`config.mk`:
```
export PLATFORM = sky130hd
export DESIGN_NAME = shiftin_chain
export DESIGN_NICKNAME = d
export VERILOG_FILES = /design/src/rtl/shiftin_chain.sv
export SDC_FILE = /design/constraint.sdc
export NUM_CORES = 1
export LEC_CHECK = 0
export BUFFER_PORTS_ARGS = -buffer_cell sky130_fd_sc_hd__clkbuf_2
export CAP_MARGIN = 25
export CELL_PAD_IN_SITES_DETAIL_PLACEMENT = 0
export CELL_PAD_IN_SITES_GLOBAL_PLACEMENT = 2
export CORE_ASPECT_RATIO = 0.7
export CORE_MARGIN = 8
export CORE_UTILIZATION = 36
export CTS_BUF_LIST = sky130_fd_sc_hd__clkbuf_16
export DETAILED_ROUTE_END_ITERATION = 10
export HOLD_SLACK_MARGIN = 0.06
export PLACE_DENSITY = 0.82
export SLEW_MARGIN = 20
export SYNTH_ARGS = -nofsm -noshare
export SYNTH_HDL_FRONTEND = slang
export SYNTH_SLANG_ARGS = --single-unit
```
`constraint.sdc`:
```
create_clock -name clk28 -period 1.55 [get_ports clk28]
set_input_delay 0.0775 -clock clk28 [delete_from_list [all_inputs] [get_ports clk28]]
set_output_delay 0.0775 -clock clk28 [all_outputs]
set_load 0.05 [all_outputs]
```
`src/rtl/shiftin_chain.sv`:
```
// Scans a chain of 74HC165 parallel-in/serial-out registers and publishes the captured bits on d.
// Define SHIFTIN_DEBOUNCE_EN to filter each bit over DEBOUNCE_SCANS consecutive scans.
module shiftin_chain #(
   parameter int   NBYTES         = 2,
   parameter int   LOAD_TICKS     = 2,
   parameter logic DEFAULT_STATE  = 1'b1,
   parameter int   DEBOUNCE_SCANS = 3
) (
   input  logic                  clk28,
   input  logic                  usrrst_n,
   input  logic                  clk_en,
   input  logic                  auto_en,
   input  logic                  start,
   input  logic                  q,
   output logic                  cp,
   output logic                  pl,
   output logic [8*NBYTES-1:0]   d,
   output logic                  busy,
   output logic                  sync,
   output logic                  changed
);

   localparam int NBITS = 8 * NBYTES;
   localparam int CW    = $clog2(NBITS + 1);
   localparam logic [CW-1:0] FULL_CNT = CW'(NBITS);
   localparam logic [2:0]    LD_LAST  = 3'(LOAD_TICKS - 1);

   typedef enum logic [2:0] {
      S_IDLE     = 3'd0,
      S_LOAD     = 3'd1,
      S_SHIFT_LO = 3'd2,
      S_SHIFT_HI = 3'd3,
      S_DONE     = 3'd4
   } state_t;

   state_t             r_state;
   logic [2:0]         r_ldcnt;
   logic [CW-1:0]      r_bitcnt;
   logic [NBITS-1:0]   r_raw;
   logic               r_start_pend;
   logic [NBITS-1:0]   w_new_d;
   logic               w_done_entry;

   assign w_done_entry = clk_en && (r_state == S_SHIFT_HI) && (r_bitcnt == FULL_CNT);

`ifdef SHIFTIN_DEBOUNCE_EN
   localparam int HW = DEBOUNCE_SCANS - 1;

   // Previous HW raw samples per bit; a bit moves only when they all agree with the newest sample.
   logic [NBITS-1:0][HW-1:0] r_hist;

   // Shift the newest raw scan into each bit's history on every completed scan.
   always_ff @(posedge clk28 or negedge usrrst_n) begin
      if (!usrrst_n) begin
         r_hist <= {(NBITS*HW){DEFAULT_STATE}};
      end else if (w_done_entry) begin
         for (int i = 0; i < NBITS; i++) begin
            r_hist[i] <= HW'({r_hist[i], r_raw[i]});
         end
      end else begin
         r_hist <= r_hist;
      end
   end

   // Debounced candidate for d.
   always_comb begin
      w_new_d = d;
      for (int i = 0; i < NBITS; i++) begin
         if (r_hist[i] == {HW{r_raw[i]}}) begin
            w_new_d[i] = r_raw[i];
         end else begin
            w_new_d[i] = d[i];
         end
      end
   end
`else
   assign w_new_d = r_raw;
`endif

   // Scan sequencer with registered chain controls and result strobes.
   always_ff @(posedge clk28 or negedge usrrst_n) begin
      if (!usrrst_n) begin
         r_state      <= S_IDLE;
         r_ldcnt      <= 3'd0;
         r_bitcnt     <= '0;
         r_raw        <= '0;
         r_start_pend <= 1'b0;
         pl           <= 1'b1;
         cp           <= 1'b0;
         busy         <= 1'b0;
         sync         <= 1'b0;
         changed      <= 1'b0;
         d            <= {NBITS{DEFAULT_STATE}};
      end else begin
         sync    <= 1'b0;
         changed <= 1'b0;
         // A start between ticks is remembered only while idle; busy-time starts are dropped.
         if (start && (r_state == S_IDLE) && !clk_en) begin
            r_start_pend <= 1'b1;
         end
         if (clk_en) begin
            case (r_state)
               S_IDLE: begin
                  r_start_pend <= 1'b0;
                  if (start || r_start_pend || auto_en) begin
                     r_state  <= S_LOAD;
                     r_ldcnt  <= 3'd0;
                     r_bitcnt <= '0;
                     pl       <= 1'b0;
                     busy     <= 1'b1;
                  end
               end
               S_LOAD: begin
                  if (r_ldcnt == LD_LAST) begin
                     r_state <= S_SHIFT_LO;
                     pl      <= 1'b1;
                  end else begin
                     r_ldcnt <= r_ldcnt + 3'd1;
                  end
               end
               S_SHIFT_LO: begin
                  // q already shows the next bit, so sample before raising cp.
                  r_raw   <= {r_raw[NBITS-2:0], q};
                  if (r_bitcnt != FULL_CNT) begin
                     r_bitcnt <= r_bitcnt + {{(CW-1){1'b0}}, 1'b1};
                  end
                  r_state <= S_SHIFT_HI;
                  cp      <= 1'b1;
               end
               S_SHIFT_HI: begin
                  cp <= 1'b0;
                  if (r_bitcnt == FULL_CNT) begin
                     r_state <= S_DONE;
                     d       <= w_new_d;
                     sync    <= 1'b1;
                     changed <= (w_new_d != d);
                  end else begin
                     r_state <= S_SHIFT_LO;
                  end
               end
               S_DONE: begin
                  r_state <= S_IDLE;
                  busy    <= 1'b0;
               end
               default: begin
                  r_state <= S_IDLE;
                  pl      <= 1'b1;
                  cp      <= 1'b0;
                  busy    <= 1'b0;
               end
            endcase
         end
      end
   end

endmodule

```
[Word-level counts from Yosys, hierarchy flattened]
Cells that the tools add are included.
Word-level totals
  bits of input ports: 6
  word-level logic and storage cells: 72
  register bits after elaboration: 49
Operators by class
  reductions and logical operators: 19
  muxes and demuxes: 25
  bitwise gates (word level): 3
  $add $sub $neg: 2
  equal/unequal tests: 12
Operator list (number)
  $ne 16x16->1: 1
  $mux 3: 5
  $mux 1: 12
  $pmux 3 s4: 1
  $reduce_and 4->1: 3
  $mux 5: 2
  $pmux 5 s2: 1
  $reduce_and 3->1: 3
  $reduce_or 3->1: 3
  $eq 3x1->1 const B: 2
  $eq 3x2->1 const B: 2
  $ne 2x2->1 const B: 3
  $pmux 3 s2: 1
  $add 5x1->5 const B: 1
  $eq 5x5->1 const B: 1
  $ne 5x5->1 const B: 1
  $pmux 1 s2: 2
  $reduce_and 2->1: 2
  $reduce_bool 2->1: 2
  $add 3x1->3 const B: 1
  $eq 3x3->1 const B: 1
  $logic_not 3->1: 1
  $not 1->1: 3
  $pmux 1 s3: 1
  other kinds (4): 6

[Logic depth before layout (Yosys ltp)]
  depth after elaboration: 6
  gate-level depth with buffers: 6
  depth with buffers taken out: 6

[Worst setup path after synthesis]
Ideal clock, no wire load.
  path type: register to register
  start point: register r_bitcnt[0]
  end point: register d[0]
  path buffers: 1
  library setup time: 0.082 ns
  cell stages (with the launch flop): 7
  slack: -0.153 ns
  data arrival time: 1.621 ns
  path through: dfrtp_1 > inv_1 > ha_1 > nand4_4 > nor3_4 > buf_12 > mux2_4
On the way
  cells in the longest elaborated chain, start to end: 2
RTL lines
  start, declared: RTL line 38  | logic [CW-1:0] r_bitcnt;
  start signal, assigned: RTL line 125  | r_bitcnt <= r_bitcnt + {{(CW-1){1'b0}}, 1'b1};
  $eq 5x5->1: RTL line 132  | if (r_bitcnt == FULL_CNT) begin
  $reduce_and 3->1 (no source line)
  end signal, assigned: RTL line 93  | d <= {NBITS{DEFAULT_STATE}};
  end signal, assigned: RTL line 134  | d <= w_new_d;
  end, declared: RTL line 17  | output logic [8*NBYTES-1:0] d,
No other way between the ends.
A chain may end at the register's enable or synchronous reset.

[Worst setup path in the final report]
  start point: register r_bitcnt[1]
  end point: register d[6]
The elaborated chain is that of the path after synthesis.

==> results.yml <==
min_path:
  hp-start: "start"
  hold_class: "primary input to register"
  holdPathStages: 3
floorplan:
  die_h_um: 83.7
  initial_core_util: 0.376
  dieWidth_um: 113
  die-area_um2: 9430
  rows: 24
  design.core.area_um2: 6280
  io_pins: 27
synthesis:
  ys_warn_count: 0
  yosysTopAreaCell: "dfrtp_1"
  synthAdderAreaFrac: 0.0212
  ys.flop_type: "dfrtp_1"
  synth_edf_count: 0
  syn_nets: 193
  netlist_area_um2: 2360
  synth_top_family_by_area: "multiplexers"
  synthSimpleGateAreaFrac: 0.104
  synthXorXnorAreaFrac: 0.0594
  synth_seq_cells: 49
  synth-compound-area-share: 0.0679
  muxShareOfSynthArea: 0.183
  syn_inst: 183
  postSynthAreaPerCell_um2: 12.9
  synth_top_area_frac: 0.340
  ys_types: 40
  async_flop_share: 1.00
  ys_seq_area_frac: 0.529
  synth_top_cells_by_area: "dfrtp_1, dfstp_2, mux2_2, mux2_4, xnor2_1"
worst_setup_path:
  crit_type: "register to register"
  arrival_ns: 1.73
  ff2ff_path_depth: 6
  r2r_start: "r_bitcnt[1]"
  reg2reg_slack_ns: 0.03
  crit_start: "r_bitcnt[1]"
  start_kind: "register"
  path_max_fanout: 16
  cp-end-kind: "register"
  worst-endpoint-required_ns: 1.76
finish:
  diodes: 0
  final_layout_size_suffix_gt1_frac: 0.511
  finalNetCount: 244
  seq_area_um2: 1250
  area.growth.synth_to_final_pct: 25.8
  multi_input_area_um2: 1070
  nFillCells: 583
placed_design:
  post-dp-hpwl_mm: 3.38
  gp_congestion: 0.766
  post-place-ws_ns: -0.0231
  port_buffers: 26
flow_run:
  maxCapViolCount: 0
routing:
  vias: 1540
  post_drt_wl_per_cell_um: 15.1
  viasPerCell: 4.92
  drc: 0
  wl_mm: 4.73
  drt_iter0_drc: 61
  dr.pass1.iters: 4
  ant_nets: 0
global_route:
  use_met3: 0.0238
  grt_busiest_layer: "met2"
  antenna_found_initial: 0
  grt-ovfl-total: 0
  grtUsageMet2: 0.159
  use_met1: 0.147
  grt_util_all_layers: 0.107
  grt_pass1_wl_mm: 8.21
  grt_max_degree: 50
  grt_pass1_vias: 1610
sta:
  fin_ws_ns: 0.0309
  slew_headroom: 0.802
  tns_ns: 0
  finalCritPeriodShare: 0.980
  fmax_ghz: 0.658
  fin_worst_skew_ns: 0.00568
  min_period_ns: 1.52
  setup_viol: 0
  worst_slew_pin_slew_ns: 0.295
  slew_violations: 0
  hold_viol_final: 0
  rsz0062_at_grt: "yes"
power:
  p_clk_frac: 0.256
  intPower_w: 0.00315
  power_frac_comb: 0.348
  p_seq_frac: 0.396
  irDropWorstVdd_uv: 620
  p_sw_frac: 0.328
  p_per_area_nw_per_um2: 1580
  switching_power_w: 0.00153
  p_leak_nw: 1.31
clocking:
  cts_tree: "done"
  cts_sinks: 49
  insertion_delay_ns: 0.28
  clk_pin_slew_worst_paths_ns: 0.06
  htreeDepth: 2
  clockBufferDepth: 2
  cts_inserted_buffers: 5
  cts_root_buffer: "clkbuf_16"
status:
  status: "finished clean"
-- layout make-up --
type                            count  share of cell area
Multi-Input combinational cell    121               0.362
Clock buffer                        5              0.0422
Inverter                            6             0.00759
Clock inverter                      3              0.0127
Tap cell                           78              0.0329
Sequential cell                    49               0.421
Timing Repair Buffer               51               0.122
-- power groups by stage --
| stage | combinational [W] | sequential, W | clock, W |
|---|---|---|---|
| 2_1_floorplan | 0.000930 | 0.00194 | 0 |
| 3_3_place_gp | 0.00153 | 0.00185 | 0 |
| 3_5_place_dp | 0.00156 | 0.00187 | 0 |
| 4_1_cts | 0.00160 | 0.00185 | 0.00123 |
| 5_1_grt | 0.00182 | 0.00190 | 0.00128 |
| 6_report | 0.00163 | 0.00186 | 0.00120 |
-- kinds of logic (layout without fill, tap and decap cells) --
logic type                 after synthesis  in the layout
AOI/OAI and AO/OA                       24             24
and+or+nand+nor                         42             42
buffers and inverters                   13             65
adders and majority gates                4              4
DFF                                     49             49
muxes                                   35             35
xor gates and xnor gates                16             16
-- Yosys cell counts (2+ instances only) --
library cell  instances
a31oi_1               5
mux2_2               24
a41oi_1               3
ha_1                  4
a21oi_1               3
clkbuf_1              2
nand2_1               9
buf_4                 2
nand2b_1              2
inv_1                 6
nand3_1               3
nand4_1               5
o21ai_0               5
nor2_1                8
mux2_4               10
nor3_1                2
nor3b_1               2
or3_1                 2
dfrtp_1              32
dfstp_2              17
nor4_1                3
xnor2_1              16
-- per-layer routing --
layer,up-vias,routed length (um)
met3,5,112
met5,-,0
met4,0,58
li1,759,-
met1,757,2420
met2,19,2140
-- stage by stage --
stage                     hold WS, ns  cell area (um^2)  power [W]  cells   util
after floorplan                -0.218              2360    0.00287    183      -
after global placement         0.0903              2730    0.00338    302  0.435
after detailed placement       0.0978              2730    0.00343    302  0.435
after CTS                      0.0852              2920    0.00468    312  0.466
after global routing            0.117              2970    0.00501    313  0.472
final                          0.0884              2970    0.00469    313  0.472
-- worst paths after layout --
| path | end |
|---|---|
| hold / removal | r_start_pend |
| min in group asynchronous | r_raw[3] |
| setup reg to reg | d[6] |
| hold reg to reg | pl |
| setup / recovery | d[6] |
| max in group asynchronous | d[12] |
-- timing repair --
action	in CTS	in global routing
hold endpoints to repair	50	0
pin swaps	0	1
cloned	0	0
hold buffers	2	0
setup endpoints to repair	6	36
gates resized for setup	2	10
buffers inserted	0	1
-- registers in the layout, indices dropped and copies added, names as in the netlist --
register,flops
r_state,3
cp,1
pl,1
r_start_pend,1
sync,1
changed,1
d,16
r_bitcnt,5
r_ldcnt,3
busy,1
r_raw,16
-- placed cells by master, fill, tap and decap left out, types with 2 or more instances in the layout --
| cell | count |
|---|---|
| a21oi_1 | 3 |
| a31oi_1 | 5 |
| a41oi_1 | 3 |
| buf_12 | 3 |
| buf_4 | 20 |
| clkbuf_16 | 5 |
| clkbuf_2 | 26 |
| dfrtp_1 | 32 |
| dfstp_2 | 17 |
| dlygate4sd3_1 | 2 |
| ha_1 | 3 |
| inv_1 | 5 |
| inv_2 | 2 |
| mux2_2 | 22 |
| mux2_4 | 12 |
| nand2_1 | 9 |
| nand2b_1 | 2 |
| nand3_1 | 3 |
| nand4_1 | 5 |
| nor2_1 | 6 |
| nor2_2 | 2 |
| nor3_1 | 2 |
| nor4_1 | 3 |
| o21ai_0 | 4 |
| or3_4 | 2 |
| xnor2_1 | 16 |
-- critical path: stages, from the launching register on --
cell and delay (ns):
dfrtp_1 0.39, inv_2 0.09, ha_4 0.15, nand4_4 0.11, nor3_4 0.17, buf_12 0.20
mux2_2 0.35
(Power assumes the default switching activity.)
